File: src/rtl/eth_rx_frame_rd_ctrl_pkg.sv
// rtl/eth_rx_frame_rd_ctrl_pkg.sv - shared constants, state encoding and helpers for the RX frame read controller
// Contents: default parameters, header field positions, parser state enum, tail keep decode.
package eth_rx_pkg;

    localparam int           RD_LAT_DEF     = 1;
    localparam int           SKID_DEPTH_DEF = 4;
    localparam int           MAX_LEN_DEF    = 1518;
    localparam logic [3:0]   HDR_SYNC_DEF   = 4'hA;

    // Header word layout: [31:28] sync, [27:16] reserved, [15:0] length in bytes
    localparam int SYNC_MSB = 31;
    localparam int SYNC_LSB = 28;
    localparam int LEN_MSB  = 15;
    localparam int LEN_LSB  = 0;

    // Remaining-word counter holds (words left - 1), so 14 bits covers a full 16-bit length
    localparam int REM_W = 14;

    typedef enum logic [1:0] {
        ST_HDR  = 2'd0,
        ST_DATA = 2'd1,
        ST_DROP = 2'd2
    } state_t;

    // Byte enables of the final word from the two low length bits
    function automatic logic [3:0] keep_decode(input logic [1:0] tail);
        case (tail)
            2'd1:    keep_decode = 4'h1;
            2'd2:    keep_decode = 4'h3;
            2'd3:    keep_decode = 4'h7;
            default: keep_decode = 4'hF;
        endcase
    endfunction

endpackage

File: src/rtl/eth_rx_frame_rd_ctrl_if.sv
// rtl/eth_rx_frame_rd_ctrl_if.sv - frame output stream interface (valid/ready with data/keep/last)
// Signals: valid, ready, data[31:0] (byte 0 in [7:0]), keep[3:0], last.
// Modports: master drives the stream, slave accepts it.
interface eth_rx_frame_rd_ctrl_if;
    logic        valid;
    logic        ready;
    logic [31:0] data;
    logic [3:0]  keep;
    logic        last;

    modport master (output valid, output data, output keep, output last, input ready);
    modport slave  (input valid, input data, input keep, input last, output ready);
endinterface

File: src/rtl/eth_rx_frame_rd_ctrl_prefetch.sv
// rtl/eth_rx_frame_rd_ctrl_prefetch.sv - buffer read credit logic, read-latency tracker and skid FIFO
// Ports: clk, rst (sync, active-high); buf_rd_en/buf_rd_data/buf_rd_empty to the RX buffer;
//        head/empty/pop towards the parser; inflight/occ expose the credit state.
module eth_rx_prefetch #(
    parameter int RD_LAT = 1,
    parameter int DEPTH  = 4,
    localparam int AW    = $clog2(DEPTH),
    localparam int CW    = AW + 1
) (
    input  logic          clk,
    input  logic          rst,
    output logic          buf_rd_en,
    input  logic [31:0]   buf_rd_data,
    input  logic          buf_rd_empty,
    output logic [31:0]   head,
    output logic          empty,
    input  logic          pop,
    output logic [CW-1:0] inflight,
    output logic [CW-1:0] occ
);

    logic [RD_LAT-1:0] vld_sr;
    logic [AW:0]       wr_ptr;
    logic [AW:0]       rd_ptr;
    logic [31:0]       mem [DEPTH];
    logic [CW:0]       used;
    logic              ret;

    // A read returns RD_LAT cycles after its strobe; the MSB marks data on buf_rd_data now
    assign ret  = vld_sr[RD_LAT-1];
    assign occ  = wr_ptr - rd_ptr;
    assign used = {1'b0, inflight} + {1'b0, occ};

    // Credit counts outstanding reads as already occupying the skid, so a full skid never gets pushed
    assign buf_rd_en = !buf_rd_empty && (used < (CW+1)'(DEPTH));
    assign empty     = (occ == '0);
    assign head      = mem[rd_ptr[AW-1:0]];

    always_ff @(posedge clk) begin
        if (rst) begin
            vld_sr   <= '0;
            inflight <= '0;
            wr_ptr   <= '0;
            rd_ptr   <= '0;
        end else begin
            vld_sr   <= (vld_sr << 1) | RD_LAT'(buf_rd_en);
            inflight <= inflight + CW'(buf_rd_en) - CW'(ret);
            if (ret)
                wr_ptr <= wr_ptr + 1'b1;
            if (pop && !empty)
                rd_ptr <= rd_ptr + 1'b1;
        end
    end

    always_ff @(posedge clk) begin
        if (ret)
            mem[wr_ptr[AW-1:0]] <= buf_rd_data;
    end

endmodule

File: src/rtl/eth_rx_frame_rd_ctrl.sv
// rtl/eth_rx_frame_rd_ctrl.sv - RX word buffer read sequencer: header parse, frame streaming, drop and stats
// Ports: clk, rst (sync, active-high); buf_rd_en/buf_rd_data/buf_rd_empty (RX buffer read side);
//        m (stream master: valid/ready/data/keep/last); frm_drop pulse; frm_cnt, drop_cnt saturating stats.
module eth_rx_frame_rd_ctrl
    import eth_rx_pkg::*;
#(
    parameter int         RD_LAT     = RD_LAT_DEF,
    parameter int         SKID_DEPTH = SKID_DEPTH_DEF,
    parameter int         MAX_LEN    = MAX_LEN_DEF,
    parameter logic [3:0] HDR_SYNC   = HDR_SYNC_DEF
) (
    input  logic                          clk,
    input  logic                          rst,
    output logic                          buf_rd_en,
    input  logic [31:0]                   buf_rd_data,
    input  logic                          buf_rd_empty,
    eth_rx_frame_rd_ctrl_if.master        m,
    output logic                          frm_drop,
    output logic [15:0]                   frm_cnt,
    output logic [15:0]                   drop_cnt
);

    localparam int CW = $clog2(SKID_DEPTH) + 1;

    logic [31:0]      head;
    logic             sk_empty;
    logic             pop;
    logic [CW-1:0]    inflight;
    logic [CW-1:0]    occ;

    state_t           state, state_nxt;
    logic [REM_W-1:0] rem, rem_nxt;
    logic [3:0]       last_keep, keep_nxt;
    logic [15:0]      frm_cnt_nxt, drop_cnt_nxt;
    logic             drop_nxt;
    logic             valid;
    logic [15:0]      hdr_len;
    logic [3:0]       hdr_sync;
    logic [REM_W-1:0] nw_m1;

    eth_rx_prefetch #(
        .RD_LAT (RD_LAT),
        .DEPTH  (SKID_DEPTH)
    ) u_pf (
        .clk          (clk),
        .rst          (rst),
        .buf_rd_en    (buf_rd_en),
        .buf_rd_data  (buf_rd_data),
        .buf_rd_empty (buf_rd_empty),
        .head         (head),
        .empty        (sk_empty),
        .pop          (pop),
        .inflight     (inflight),
        .occ          (occ)
    );

    assign hdr_sync = head[SYNC_MSB:SYNC_LSB];
    assign hdr_len  = head[LEN_MSB:LEN_LSB];
    // (len+3)>>2 words, stored minus one; only meaningful for len != 0
    assign nw_m1    = REM_W'((hdr_len - 16'd1) >> 2);

    always_ff @(posedge clk) begin
        if (rst) begin
            state     <= ST_HDR;
            rem       <= '0;
            last_keep <= 4'h0;
            frm_cnt   <= 16'h0;
            drop_cnt  <= 16'h0;
            frm_drop  <= 1'b0;
        end else begin
            state     <= state_nxt;
            rem       <= rem_nxt;
            last_keep <= keep_nxt;
            frm_cnt   <= frm_cnt_nxt;
            drop_cnt  <= drop_cnt_nxt;
            frm_drop  <= drop_nxt;
        end
    end

    always_comb begin
        state_nxt    = state;
        rem_nxt      = rem;
        keep_nxt     = last_keep;
        frm_cnt_nxt  = frm_cnt;
        drop_cnt_nxt = drop_cnt;
        drop_nxt     = 1'b0;
        pop          = 1'b0;
        valid        = 1'b0;

        case (state)
            ST_HDR: begin
                if (!sk_empty) begin
                    pop = 1'b1;
                    if (hdr_sync != HDR_SYNC) begin
                        // Discard one word and try the next one as a header
                        drop_nxt = 1'b1;
                    end else if (hdr_len == 16'd0 || hdr_len > 16'(MAX_LEN)) begin
                        drop_nxt = 1'b1;
                        if (hdr_len != 16'd0) begin
                            state_nxt = ST_DROP;
                            rem_nxt   = nw_m1;
                        end
                    end else begin
                        state_nxt = ST_DATA;
                        rem_nxt   = nw_m1;
                        keep_nxt  = keep_decode(hdr_len[1:0]);
                    end
                end
            end
            ST_DATA: begin
                valid = !sk_empty;
                if (valid && m.ready) begin
                    pop = 1'b1;
                    if (rem == '0) begin
                        state_nxt = ST_HDR;
                        if (frm_cnt != 16'hFFFF)
                            frm_cnt_nxt = frm_cnt + 16'd1;
                    end else begin
                        rem_nxt = rem - 1'b1;
                    end
                end
            end
            ST_DROP: begin
                if (!sk_empty) begin
                    pop = 1'b1;
                    if (rem == '0)
                        state_nxt = ST_HDR;
                    else
                        rem_nxt = rem - 1'b1;
                end
            end
            default: state_nxt = ST_HDR;
        endcase

        if (drop_nxt && drop_cnt != 16'hFFFF)
            drop_cnt_nxt = drop_cnt + 16'd1;
    end

    // Stream fields follow the skid head; zeroed while idle so nothing leaks between frames
    assign m.valid = valid;
    assign m.data  = valid ? head : 32'h0;
    assign m.last  = valid && (rem == '0);
    assign m.keep  = !valid ? 4'h0 : ((rem == '0) ? last_keep : 4'hF);

endmodule

File: src/flat_wrapper.sv
// flat-port wrapper written by rule: the top's interface ports become plain ports
module eth_rx_frame_rd_ctrl_flat import eth_rx_pkg::*;
#(
    parameter int         RD_LAT     = RD_LAT_DEF,
    parameter int         SKID_DEPTH = SKID_DEPTH_DEF,
    parameter int         MAX_LEN    = MAX_LEN_DEF,
    parameter logic [3:0] HDR_SYNC   = HDR_SYNC_DEF
)
  (clk, rst, buf_rd_en, buf_rd_data, buf_rd_empty, frm_drop, frm_cnt, drop_cnt, m_valid, m_data, m_keep, m_last, m_ready);
  eth_rx_frame_rd_ctrl_if m_i ();
  input  logic clk;
  input  logic rst;
  output logic buf_rd_en;
  input  logic [31:0] buf_rd_data;
  input  logic buf_rd_empty;
  output logic frm_drop;
  output logic [15:0] frm_cnt;
  output logic [15:0] drop_cnt;
  output wire logic [$bits(m_i.valid)-1:0] m_valid;
  output wire logic [$bits(m_i.data)-1:0] m_data;
  output wire logic [$bits(m_i.keep)-1:0] m_keep;
  output wire logic [$bits(m_i.last)-1:0] m_last;
  input wire logic [$bits(m_i.ready)-1:0] m_ready;
  assign m_valid = m_i.valid;
  assign m_data = m_i.data;
  assign m_keep = m_i.keep;
  assign m_last = m_i.last;
  assign m_i.ready = m_ready;
  eth_rx_frame_rd_ctrl #(.RD_LAT(RD_LAT), .SKID_DEPTH(SKID_DEPTH), .MAX_LEN(MAX_LEN), .HDR_SYNC(HDR_SYNC)) u_core (.clk(clk), .rst(rst), .buf_rd_en(buf_rd_en), .buf_rd_data(buf_rd_data), .buf_rd_empty(buf_rd_empty), .m(m_i), .frm_drop(frm_drop), .frm_cnt(frm_cnt), .drop_cnt(drop_cnt));
endmodule
File: config.mk
export PLATFORM = sky130hd
export DESIGN_NAME = eth_rx_frame_rd_ctrl_flat
export DESIGN_NICKNAME = d
export VERILOG_FILES = /design/src/rtl/eth_rx_frame_rd_ctrl_pkg.sv /design/src/rtl/eth_rx_frame_rd_ctrl_if.sv /design/src/rtl/eth_rx_frame_rd_ctrl_prefetch.sv /design/src/rtl/eth_rx_frame_rd_ctrl.sv /design/src/flat_wrapper.sv
export SDC_FILE = /design/constraint.sdc
export NUM_CORES = 1
export LEC_CHECK = 0
export BUFFER_PORTS_ARGS = -buffer_cell sky130_fd_sc_hd__buf_4
export CELL_PAD_IN_SITES_DETAIL_PLACEMENT = 0
export CELL_PAD_IN_SITES_GLOBAL_PLACEMENT = 2
export CORE_ASPECT_RATIO = 1.25
export CORE_MARGIN = 4
export CORE_UTILIZATION = 35
export CTS_BUF_LIST = sky130_fd_sc_hd__clkbuf_16
export DETAILED_ROUTE_END_ITERATION = 6
export PLACE_DENSITY_LB_ADDON = 0.1
export SYNTH_ARGS = -nofsm -noshare
export SYNTH_HDL_FRONTEND = slang
export SYNTH_SLANG_ARGS = --single-unit
export TNS_END_PERCENT = 1
File: constraint.sdc
create_clock -name clk -period 3.1 [get_ports clk]
set_clock_uncertainty 0.1 [all_clocks]
set_input_delay 0.31 -clock clk [delete_from_list [all_inputs] [get_ports clk]]
set_output_delay 0.31 -clock clk [all_outputs]
set_load 0.02 [all_outputs]
==> results of run 1 <==
[metrics by stage]
stage	cells	TNS, ns	worst slack, ns	util (%)
2_1_floorplan	671	0	0.0195	-
3_3_place_gp	1139	-1.97	-0.172	42.2
3_5_place_dp	1139	-2.77	-0.207	42.2
4_1_cts	1208	-0.0864	-0.0864	46.4
5_1_grt	1209	-0.560	-0.148	46.8
6_report	1209	-0.0526	-0.0526	46.8
[cell type report]
| class | count | area (um2) | area share [%] |
|---|---|---|---|
| Clock inverter | 15 | 170 | 1.49 |
| Tap cell | 330 | 413 | 3.60 |
| Sequential cell | 193 | 5150 | 45.0 |
| Timing Repair Buffer | 203 | 1670 | 14.6 |
| Inverter | 25 | 96.3 | 0.841 |
| Multi-Input combinational cell | 426 | 3520 | 30.8 |
| Clock buffer | 17 | 425 | 3.71 |
[cell families (layout without fill, tap and decap cells)]
group | after synthesis | count (layout)
mux | 38 | 38
simple gates | 253 | 254
compound gates | 64 | 64
flops | 193 | 193
fa+ha+maj | 22 | 22
xor+xnor | 48 | 48
buf+inv | 53 | 260
[state kept, by name, summed over array words and instances, names as in the netlist, named ones only]
| signal | flops |
|---|---|
| u_core.u_pf.mem | 128 |
| u_core.drop_cnt | 16 |
| u_core.frm_cnt | 16 |
| u_core.rem | 14 |
| u_core.last_keep | 4 |
| u_core.u_pf.inflight | 3 |
| u_core.u_pf.rd_ptr | 3 |
| u_core.u_pf.wr_ptr | 3 |
| u_core.state | 2 |
| u_core.frm_drop | 1 |
| u_core.u_pf.ret | 1 |
[cells in the mapped netlist, types with 3 or more instances]
cell type / count / share of area [%]
and3_1: 6 / 0.43
buf_6: 4 / 0.52
or2_2: 4 / 0.29
clkbuf_1: 19 / 0.82
ha_1: 20 / 2.9
and4_1: 5 / 0.50
xor2_1: 16 / 1.6
a211oi_1: 3 / 0.26
buf_1: 3 / 0.13
o211ai_1: 4 / 0.34
xnor2_1: 31 / 3.1
nor2_1: 84 / 3.6
nand2_1: 37 / 1.6
nor3_1: 9 / 0.52
nor3_2: 6 / 0.69
nand4_1: 6 / 0.43
nor3b_1: 3 / 0.26
mux4_2: 32 / 8.3
and2_1: 5 / 0.36
inv_1: 25 / 1.1
edfxtp_1: 128 / 44
nor4_1: 7 / 0.50
or4_1: 3 / 0.26
mux2i_1: 6 / 0.69
o32ai_1: 5 / 0.50
nand2b_1: 6 / 0.43
nor2b_1: 34 / 2.4
nand3_1: 17 / 0.98
o21ai_0: 16 / 0.92
a21oi_1: 18 / 1.0
dfxtp_1: 65 / 15
[layer usage]
layer | vias to the layer above | global-route usage (%) | part of all wire [%]
met4 | 0 | 5.09 | 1.7
li1 | 2847 | - | -
met3 | 21 | 3.10 | 4.4
met1 | 2917 | 18.7 | 43
met2 | 125 | 27.3 | 51
met5 | - | 0 | 0
[final timing paths]
check,slack [ns],startpoint,depth (start not counted),to
max,-0.05,u_core.u_pf.wr_ptr[0],10,buf_rd_en
min,0.17,m_ready,4,u_core.frm_cnt[2]
max reg2reg,0.02,u_core.u_pf.wr_ptr[0],11,u_core.u_pf.inflight[1]
min reg2reg,0.39,u_core.last_keep[0],2,u_core.last_keep[0]
[cells in the final DEF, fill, tap and decap left out, types with 4 or more instances in the layout]
cell / synthesis / final
nand4_1: 6 / 6
mux4_2: 32 / 32
inv_8: 0 / 4
o211ai_1: 4 / 4
nor2b_1: 34 / 31
a21oi_1: 18 / 18
buf_6: 4 / 5
buf_4: 0 / 162
xor2_1: 16 / 16
o32ai_1: 5 / 5
o21ai_0: 16 / 15
buf_12: 0 / 4
dfxtp_1: 65 / 62
edfxtp_1: 128 / 128
and3_1: 6 / 6
xnor2_1: 31 / 31
nand2_1: 37 / 37
ha_1: 20 / 16
mux2i_1: 6 / 6
nand3_1: 17 / 17
inv_1: 25 / 24
and2_1: 5 / 4
nor2_1: 84 / 83
nor3_2: 6 / 5
or2_2: 4 / 4
nor3_1: 9 / 9
and4_1: 5 / 4
nand2b_1: 6 / 5
nor4_1: 7 / 4
clkbuf_16: 0 / 17
dlygate4sd3_1: 0 / 32
[report_power, final]
group / leakage, nW / switching, W / internal (W) / total [W]
clock: 0.293 / 0.00101 / 0.00122 / 0.00223
sequential: 1.69 / 0.000182 / 0.00305 / 0.00323
combinational: 2.19 / 0.00199 / 0.00173 / 0.00371
total: 4.17 / 0.00318 / 0.00599 / 0.00918
[worst reg2reg max path: cells and delay by family (launching register included)]
family,cells,cell delay (ns)
AND/OR/NAND/NOR,2,0.68
buffers and inverters,2,0.10
flip-flops,1,0.36
AO/OA/AOI/OAI,1,0.19
XOR/XNOR,1,0.27
adder cells (fa/ha/maj),5,1.24
[repair_timing]
item / in CTS / in global routing
hold buffers: 32 / 0
setup endpoints to repair: 60 / 41
pin swaps: 5 / 8
gates cloned: 1 / 0
setup buffers: 4 / 1
endpoints found under the hold margin: 128 / 0
gates resized for setup: 17 / 17
==> run summary, run 1 <==
Starting Density: 35.6%
ANT cells: 0
Critical path class: reg -> out
Max IR drop VDD: 405 uV
Post-synthesis xor/xnor area fraction: 4.98%
Clock sink count: 193
Core Rows: 64
Main combinational cell family by area after synthesis: simple AND/OR/NAND/NOR gates
DR iter-0 viols: 201
CP endpoint kind: primary output
Layout cells sized above 1: 32.4%
Routed wire length per instance: 16.9 um
Post-route DRC: 0
Worst path bufs/invs: 4
Root buf cell: clkbuf_16
Post-synthesis mux area share: 8.95%
Vias: 5910
Synth cell types: 60
Leakage: 4.17 nW
Global-route wire length before repair: 33000 um
PortBufs: 107
Post-Synth Adder-Cell Area: 3.33%
Final WL: 20400 um
Tot Pwr: 0.00918 W
YS warnings: 0
Arrival time worst endpoint: 2.74 ns
CP peak stage delay: 0.54 ns
Final setup fails: 1
Synth Flop Type: edfxtp_1
Clock-pin slew on the worst setup and hold paths: 0.08 ns
FILL cells: 2289
CP required: 2.69 ns
Top achievable clock speed: 0.317 GHz
Die area: 27500 um2
PwrDens: 801 nW/um2
Final WS setup: -0.0526 ns
Grt ovf: 0
Status: finished, violations left
CTS HTree Levels: 4
Initial antenna violation count: 0
Clk_lat worst skew: 0.43 ns
Via-to-Cell Ratio: 4.89
Crit-path max FO: 3
Synth Area in Simple Gates: 16.4%
Synthesized area per cell: 13.0 um2
Area after DPL: 10300 um2
CTS Buffer Depth: 2
Startpoint types: flip-flop
Critical-path cell list: inv_4 > ha_1 > inv_1 > fa_2 > xnor3_2 > ha_4 > or4_4 > a31oi_4 > buf_6 > buf_6
TritonCTS clock tree: done
Slew margin rel.: 38.3%
Max Cap Viol: 0
Number of flops mapped to enable cells by yosys: 128
Register area share after synthesis: 59.0%
Num ports: 108
RSZ-0062 raised after global routing: yes
Final Instance Area: 11500 um2
Die Ht: 184 um
Post-detail-place hpwl: 13600 um
Slowest cell on crit path: or4_4
Post-synthesis compound-gate area fraction: 4.73%
Pre-antenna DRT Iters: 4
Core Area: 24500 um2
Die W: 149 um
Final period util: 102%
Syn nets: 729
Hold Vio Cnt, Final: 0
Final net count: 924
Min Hold Slack: 0.174 ns
Worst-margin pin slew: 0.926 ns
Synth async-reset ratio: 0%
Family with the most delay on the worst path: adder cells
Largest net degree at the start of global routing: 67
Min-delay worst type: in -> reg
Overall Global Routing Usage: 15.4%
Top cell by count, worst path: buf_6
Mapped cell area: 8720 um2
Post-synthesis sequential element count: 193
Area added between synthesis and finish: 31.4%
Failing checks: negative setup slack
Routability cong.: 0.787
CTS Buf Count: 17
Vias in the first global route: 6211
Post-route ant nets: 0
Mapped Cells: 671
Fin crit period: 3.15 ns
Max-slew violation count: 0
Note: power is estimated with default switching activity, not from simulation.
==> run 2, diff against run 1 <==
--- a/config.mk
+++ b/config.mk
@@ -8,7 +8,7 @@
 export BUFFER_PORTS_ARGS = -buffer_cell sky130_fd_sc_hd__buf_4
 export CELL_PAD_IN_SITES_DETAIL_PLACEMENT = 0
 export CELL_PAD_IN_SITES_GLOBAL_PLACEMENT = 2
-export CORE_ASPECT_RATIO = 1.25
+export CORE_ASPECT_RATIO = 0.5
 export CORE_MARGIN = 4
 export CORE_UTILIZATION = 35
 export CTS_BUF_LIST = sky130_fd_sc_hd__clkbuf_16
==> run 2 against run 1 <==
The flow now finishes without violations. Sequential share of layout area is 0.85 points higher. Largest power group unchanged. Cell count is 0.41% lower. Clock power is 6% lower. Routed wire length is 1.0% lower. Setup slack better by 0.089 ns. Combinational power hardly changed. Highest routed layer unchanged. Critical path type unchanged. Critical path depth is 1 lower. Die area is 0.50% higher.
==> run summary, run 2 (synthesis gave the netlist of run 1 again) <==
CP required: 2.69 ns (about the same)
Leakage: 4.10 nW (-1.7%)
Max reg flops: 128 (unchanged)
CP endpoint kind: primary output
Arrival time worst endpoint: 2.65 ns (-0.09 ns)
CTS Buf Count: 17 (unchanged)
Worst-margin pin slew: 0.911 ns (-0.0146 ns)
TritonCTS clock tree: done
Grt ovf: 0 (unchanged)
Status: completed
PortBufs: 107 (unchanged)
Via-to-Cell Ratio: 4.77 (-2.5%)
Crit-path max FO: 3 (unchanged)
Pre-antenna DRT Iters: 5 (+1)
Hold Vio Cnt, Final: 0 (unchanged)
Clock-pin slew on the worst setup and hold paths: 0.07 ns (about the same)
Slew margin rel.: 39.3% (+0.97 points)
Global-route wire length before repair: 32400 um (-1.7%)
Routability cong.: 0.751 (-4.6%)
Overall Global Routing Usage: 15.1% (-0.27 points)
Root buf cell: clkbuf_16
Core Area: 24200 um2 (-1.1%)
Layout cells sized above 1: 30.1% (-2.4 points)
Startpoint types: flip-flop
Setup TNS Final: 0 ns (+0.0526 ns)
CTS Buffer Depth: 2 (unchanged)
Max Cap Viol: 0 (unchanged)
Starting Density: 36.0% (+0.41 points)
Vias: 5739 (-2.9%)
Clk_lat worst skew: 0.45 ns (+0.02 ns)
Post-detail-place hpwl: 13600 um (-0.38%)
Die area: 27700 um2 (+0.50%)
Final WL: 20200 um (-1.0%)
Most common cell after layout, fill and taps aside: buf_4
Min Hold Slack: 0.164 ns (-0.00972 ns)
Routed wire length per instance: 16.8 um (-0.60%)
CTS HTree Levels: 4 (unchanged)
Vias in the first global route: 5761 (-7.2%)
Max-slew violation count: 0 (unchanged)
Post-route DRC: 0 (unchanged)
Final setup fails: 0 (-1)
Clock sink count: 193 (unchanged)
Initial antenna violation count: 0 (unchanged)
Die Ht: 120 um (-35%)
Final period util: 98.8% (-2.9 points)
Post-route ant nets: 0 (unchanged)
RSZ-0062 raised after global routing: yes
Fin crit period: 3.06 ns (-0.0889 ns)
Final net count: 913 (-1.2%)
Max IR drop VDD: 341 uV (-16%)
Top achievable clock speed: 0.326 GHz (+2.9%)
Critical path class: reg -> out
Most frequent cells in the layout: 154 x buf_4, 128 x edfxtp_1, 84 x nor2_1, 63 x dfxtp_1, 37 x nand2_1
Num ports: 108 (unchanged)
ANT cells: 0 (unchanged)
Area added between synthesis and finish: 28.8%
Placed cells: 1140 (+0.088%)
Die W: 231 um (+55%)
Core Rows: 40 (-38%)
Largest net degree at the start of global routing: 67 (unchanged)
Min-delay worst type: in -> reg
DR iter-0 viols: 355 (+77%)
Non-filler cells, final: 1204 (-0.41%)
PwrDens: 803 nW/um2 (+0.31%)
==> run 2: cell types whose count changed in the layout (fill, tap and decap cells not counted), sizes merged <==
cell / change
buf: -10
nor3b: -1
inv: +2
bufinv: -1
clkinv: -1
==> run 2: cell type report <==
cell class / instances / area (um2)
Fill cell: 2243 / 13000
Multi-Input combinational cell: 425 / 3430
Timing Repair Buffer: 193 / 1600
Clock buffer: 17 / 425
Sequential cell: 193 / 5150
Clock inverter: 15 / 120
Inverter: 25 / 93.8
Tap cell: 336 / 420
==> run 2: final timing paths <==
check	startpoint	end	slack, ns	depth (start not counted)
setup / recovery	u_core.u_pf.wr_ptr[0]	buf_rd_en	0.04	9
hold / removal	buf_rd_empty	u_core.u_pf.ret	0.16	4
setup reg to reg	u_core.u_pf.wr_ptr[0]	u_core.u_pf.inflight[2]	0.08	13
hold reg to reg	u_core.last_keep[0]	u_core.last_keep[0]	0.39	2
==> run 2: where the power goes <==
| group | internal [W] | total (W) | leakage, nW | switching, W |
|---|---|---|---|---|
| sequential | 0.00305 | 0.00323 | 1.68 | 0.000176 |
| combinational | 0.00170 | 0.00370 | 2.13 | 0.00200 |
| clock | 0.00110 | 0.00210 | 0.280 | 0.000994 |
==> run 2: layer usage <==
metal | track usage (%) | vias to the layer above | wire, um
met5 | 0 | - | 0
met4 | 4.39 | 0 | 237
met3 | 3.61 | 20 | 809
met2 | 23.1 | 97 | 9120
met1 | 21.5 | 2796 | 10000
li1 | - | 2826 | -
==> run 2: metrics by stage <==
stage / cell area [um2] / worst slack [ns] / power (W) / utilization [%]
global placement: 10300 / 0.0238 / 0.00693 / 42.6
CTS: 11200 / -0.0165 / 0.00912 / 46.3
floorplan: 8760 / 0.0195 / 0.00554 / -
global route: 11200 / -0.0761 / 0.00961 / 46.4
finish: 11200 / 0.0363 / 0.00903 / 46.4
detailed placement: 10300 / -0.00413 / 0.00694 / 42.6
==> run 2: timing repair <==
action	in CTS	in global routing
gates resized for setup	6	5
setup buffers	1	0
endpoints found under the setup margin	39	40
pin swaps	1	2
endpoints found under the hold margin	128	0
hold buffers	32	0
==> run 2: critical path, cell delays in order, from the launching register on <==
cell and delay (ns):
dfxtp_2 0.32, inv_2 0.05, ha_1 0.13, inv_1 0.05, fa_2 0.32, xnor3_2 0.27
ha_4 0.17, or4_4 0.54, a31oi_4 0.21, buf_6 0.15
==> run 3, diff against run 2 <==
--- a/config.mk
+++ b/config.mk
@@ -16,5 +16,6 @@
 export PLACE_DENSITY_LB_ADDON = 0.1
 export SYNTH_ARGS = -nofsm -noshare
 export SYNTH_HDL_FRONTEND = slang
+export SYNTH_HIERARCHICAL = 1
 export SYNTH_SLANG_ARGS = --single-unit
 export TNS_END_PERCENT = 1
==> run 3 against run 2 <==
Total power shrank 1.7%. Sequential power shrank 2%. Sequential share of layout area shrank 0.62 points. Count of clock-buffer cells in the layout is the same. Critical endpoint is now u_core/u_pf/inflight[2]. Maximum frequency shrank 6.4%. The run now ends with negative setup slack left. Area after synthesis grew 0.70%. Global-route usage grew 0.50 points. Non-clock buffer count grew 5. Die area grew 0.67%. Combinational power shrank 5.4%. Cell area grew 1.4%.
==> run summary, run 3 <==
Status: finished, violations left
Failing checks: negative setup slack
Min Hold Slack: 0.218 ns (+0.0542 ns)
Synth area leaders: edfxtp_1 44%, dfxtp_1 15%, mux4_2 8.2%
Worst-margin pin slew: 0.949 ns (+0.0377 ns)
Fin crit period: 3.27 ns (+0.210 ns)
Leakage: 4.15 nW (+1.3%)
Synth top area share: 43.8% (-0.31 points)
Largest net degree at the start of global routing: 47 (-30%)
Clock sink count: 193 (unchanged)
Core Rows: 40 (unchanged)
CP required: 3.30 ns (+0.61 ns)
ANT cells: 0 (unchanged)
CTS Buffer Depth: 2 (unchanged)
Postcts setup bufs: 0 (-1)
Synthesized area per cell: 12.8 um2 (-1.8%)
Metal2 WL: 9610 um (+5.5%)
Overall Global Routing Usage: 15.6% (+0.50 points)
Grt ovf: 0 (unchanged)
Post-synth top cells: 128 x edfxtp_1, 65 x dfxtp_1, 46 x nor2_1, 39 x and2_1, 38 x a21oi_1
Post-route DRC: 0 (unchanged)
Setup TNS Final: -1.39 ns (-1.39 ns)
CTS Buf Count: 17 (unchanged)
YS warnings: 6 (+6)
Synth async-reset ratio: 0% (unchanged)
Critical path class: reg -> reg
Final period util: 106% (+6.8 points)
Hold Vio Cnt, Final: 0 (unchanged)
Max IR drop VDD: 373 uV (+9.4%)
PortBufs: 107 (unchanged)
Max reg flops: 128 (unchanged)
Vias: 6025 (+5.0%)
Die W: 232 um (+0.34%)
Final WS setup: -0.173 ns (-0.210 ns)
Top cell by count, worst path: inv_1
Layout cells sized above 1: 29.3% (-0.80 points)
Mapped Cells: 688 (+2.5%)
Placed cells: 1159 (+1.7%)
Final setup fails: 32 (+32)
Most frequent cells in the layout: 159 x buf_4, 128 x edfxtp_1, 63 x dfxtp_1, 46 x nor2_1, 37 x a21oi_1
Cell taking the most area after synthesis: edfxtp_1
CTS HTree Levels: 4 (unchanged)
Non-filler cells, final: 1221 (+1.4%)
WL met1: 10100 um (+0.73%)
Arrival time worst endpoint: 3.48 ns (+0.83 ns)
Crit-path max FO: 2 (-1)
Startpoint types: flip-flop
Root buf cell: clkbuf_16
Top achievable clock speed: 0.306 GHz (-6.4%)
Register area share after synthesis: 58.6% (-0.41 points)
Core Area: 24300 um2 (+0.41%)
Mapped cell area: 8780 um2 (+0.70%)
Worst path bufs/invs: 4 (+1)
CP peak stage delay: 0.54 ns (about the same)
CP endpoint kind: flip-flop
RSZ-0062 raised after global routing: yes
Post-synthesis sequential element count: 193 (unchanged)
Max-slew violation count: 0 (unchanged)
FILL cells: 2273 (+1.3%)
Most common cell after layout, fill and taps aside: buf_4
Pre-antenna DRT Iters: 4 (-1)
Min-delay worst type: in -> reg
Clk_lat worst skew: 0.44 ns (about the same)
Synth cell types: 68 (+13%)
Met3 WL: 994 um (+23%)
Starting Density: 36.1% (+0.10 points)
Die Ht: 120 um (+0.33%)
Synth Flop Type: edfxtp_1
Post-route ant nets: 0 (unchanged)
PwrDens: 779 nW/um2 (-3.0%)
Vias in the first global route: 6106 (+6.0%)
Family with the most delay on the worst path: adder cells
Highest metal used: met4
Final WL: 21000 um (+3.9%)
Initial antenna violation count: 0 (unchanged)
Routed wire length per instance: 17.2 um (+2.5%)
Max Cap Viol: 0 (unchanged)
Critical-path cell list: inv_1 > ha_1 > inv_1 > fa_1 > xor3_2 > inv_1 > ha_1 > or4_4 > a31oi_4 > ha_1 > inv_1 > fa_1 > xor2_1 > xnor2_1 > nor2_1
Global-route wire length before repair: 33700 um (+4.0%)
Slowest cell on crit path: or4_4
TritonCTS clock tree: done
Area added between synthesis and finish: 29.7%
Via-to-Cell Ratio: 4.93 (+3.5%)
Top-count cell post-synth: edfxtp_1
Slew margin rel.: 36.8% (-2.5 points)
Syn nets: 748 (+2.6%)
Routability cong.: 0.765 (+1.9%)
Num ports: 108 (unchanged)
Die area: 27800 um2 (+0.67%)
Clock-pin slew on the worst setup and hold paths: 0.07 ns (about the same)
Post-detail-place hpwl: 14500 um (+7.0%)
Number of flops mapped to enable cells by yosys: 128 (unchanged)
Final net count: 934 (+2.3%)
DR iter-0 viols: 304 (-14%)
[run 3: path summary, 6_finish.rpt]
kind,cells past startpoint,startpoint,slack [ns],endpoint
setup / recovery,15,u_core/u_pf/wr_ptr[0],-0.17,u_core/u_pf/inflight[2]
setup reg to reg,15,u_core/u_pf/wr_ptr[0],-0.17,u_core/u_pf/inflight[2]
hold reg to reg,2,u_core/last_keep[2],0.36,u_core/last_keep[2]
hold / removal,2,rst,0.22,u_core/u_pf/wr_ptr[1]
[run 3: area by class of cell]
cell class	instances	area, um2	share of cell area (%)
flip-flops and latches	193	5150	45.2
multi-input cells	438	3490	30.6
repair buffers	198	1650	14.5
clock buffers	17	425	3.74
well taps	336	420	3.69
clock inverters	13	154	1.35
inverters	26	97.6	0.857
[run 3: layer usage]
metal  global-route usage (%)  vias up
met1                     21.5     2940
met3                     3.75       18
met4                     4.89        0
met2                     24.5      106
met5                        0        -
li1                         -     2961
[run 3: where the power goes]
part	switching, W	internal, W
logic	0.00188	0.00162
clock network	0.00101	0.00120
registers	0.000152	0.00302
total	0.00303	0.00584
[run 3: what timing repair did]
item / in CTS / in global routing
pin swaps: 0 / 2
setup endpoints to repair: 55 / 74
endpoints found under the hold margin: 128 / 0
gates cloned: 0 / 0
hold buffers: 32 / 0
gates resized for setup: 5 / 6
[run 3: kinds of logic (layout without fill, tap and decap cells)]
kind of cell    after synthesis  after routing  synth area share (%)
xor+xnor                     32             32                  3.38
fa+ha+maj                    24             24                  3.59
buf+inv                      57            254                  2.65
mux                          41             41                  9.37
simple gates                232            232                  14.6
flops                       193            193                  58.6
compound gates              109            109                  7.86
[run 3: stage by stage]
stage	instance area (um2)	power [W]	setup slack (ns)	utilization, %
2_1_floorplan	8800	0.00537	-0.291	-
3_3_place_gp	10400	0.00663	-0.122	42.9
3_5_place_dp	10400	0.00666	-0.221	42.9
4_1_cts	11400	0.00897	-0.203	46.7
5_1_grt	11400	0.00945	-0.380	46.8
6_report	11400	0.00887	-0.173	46.8
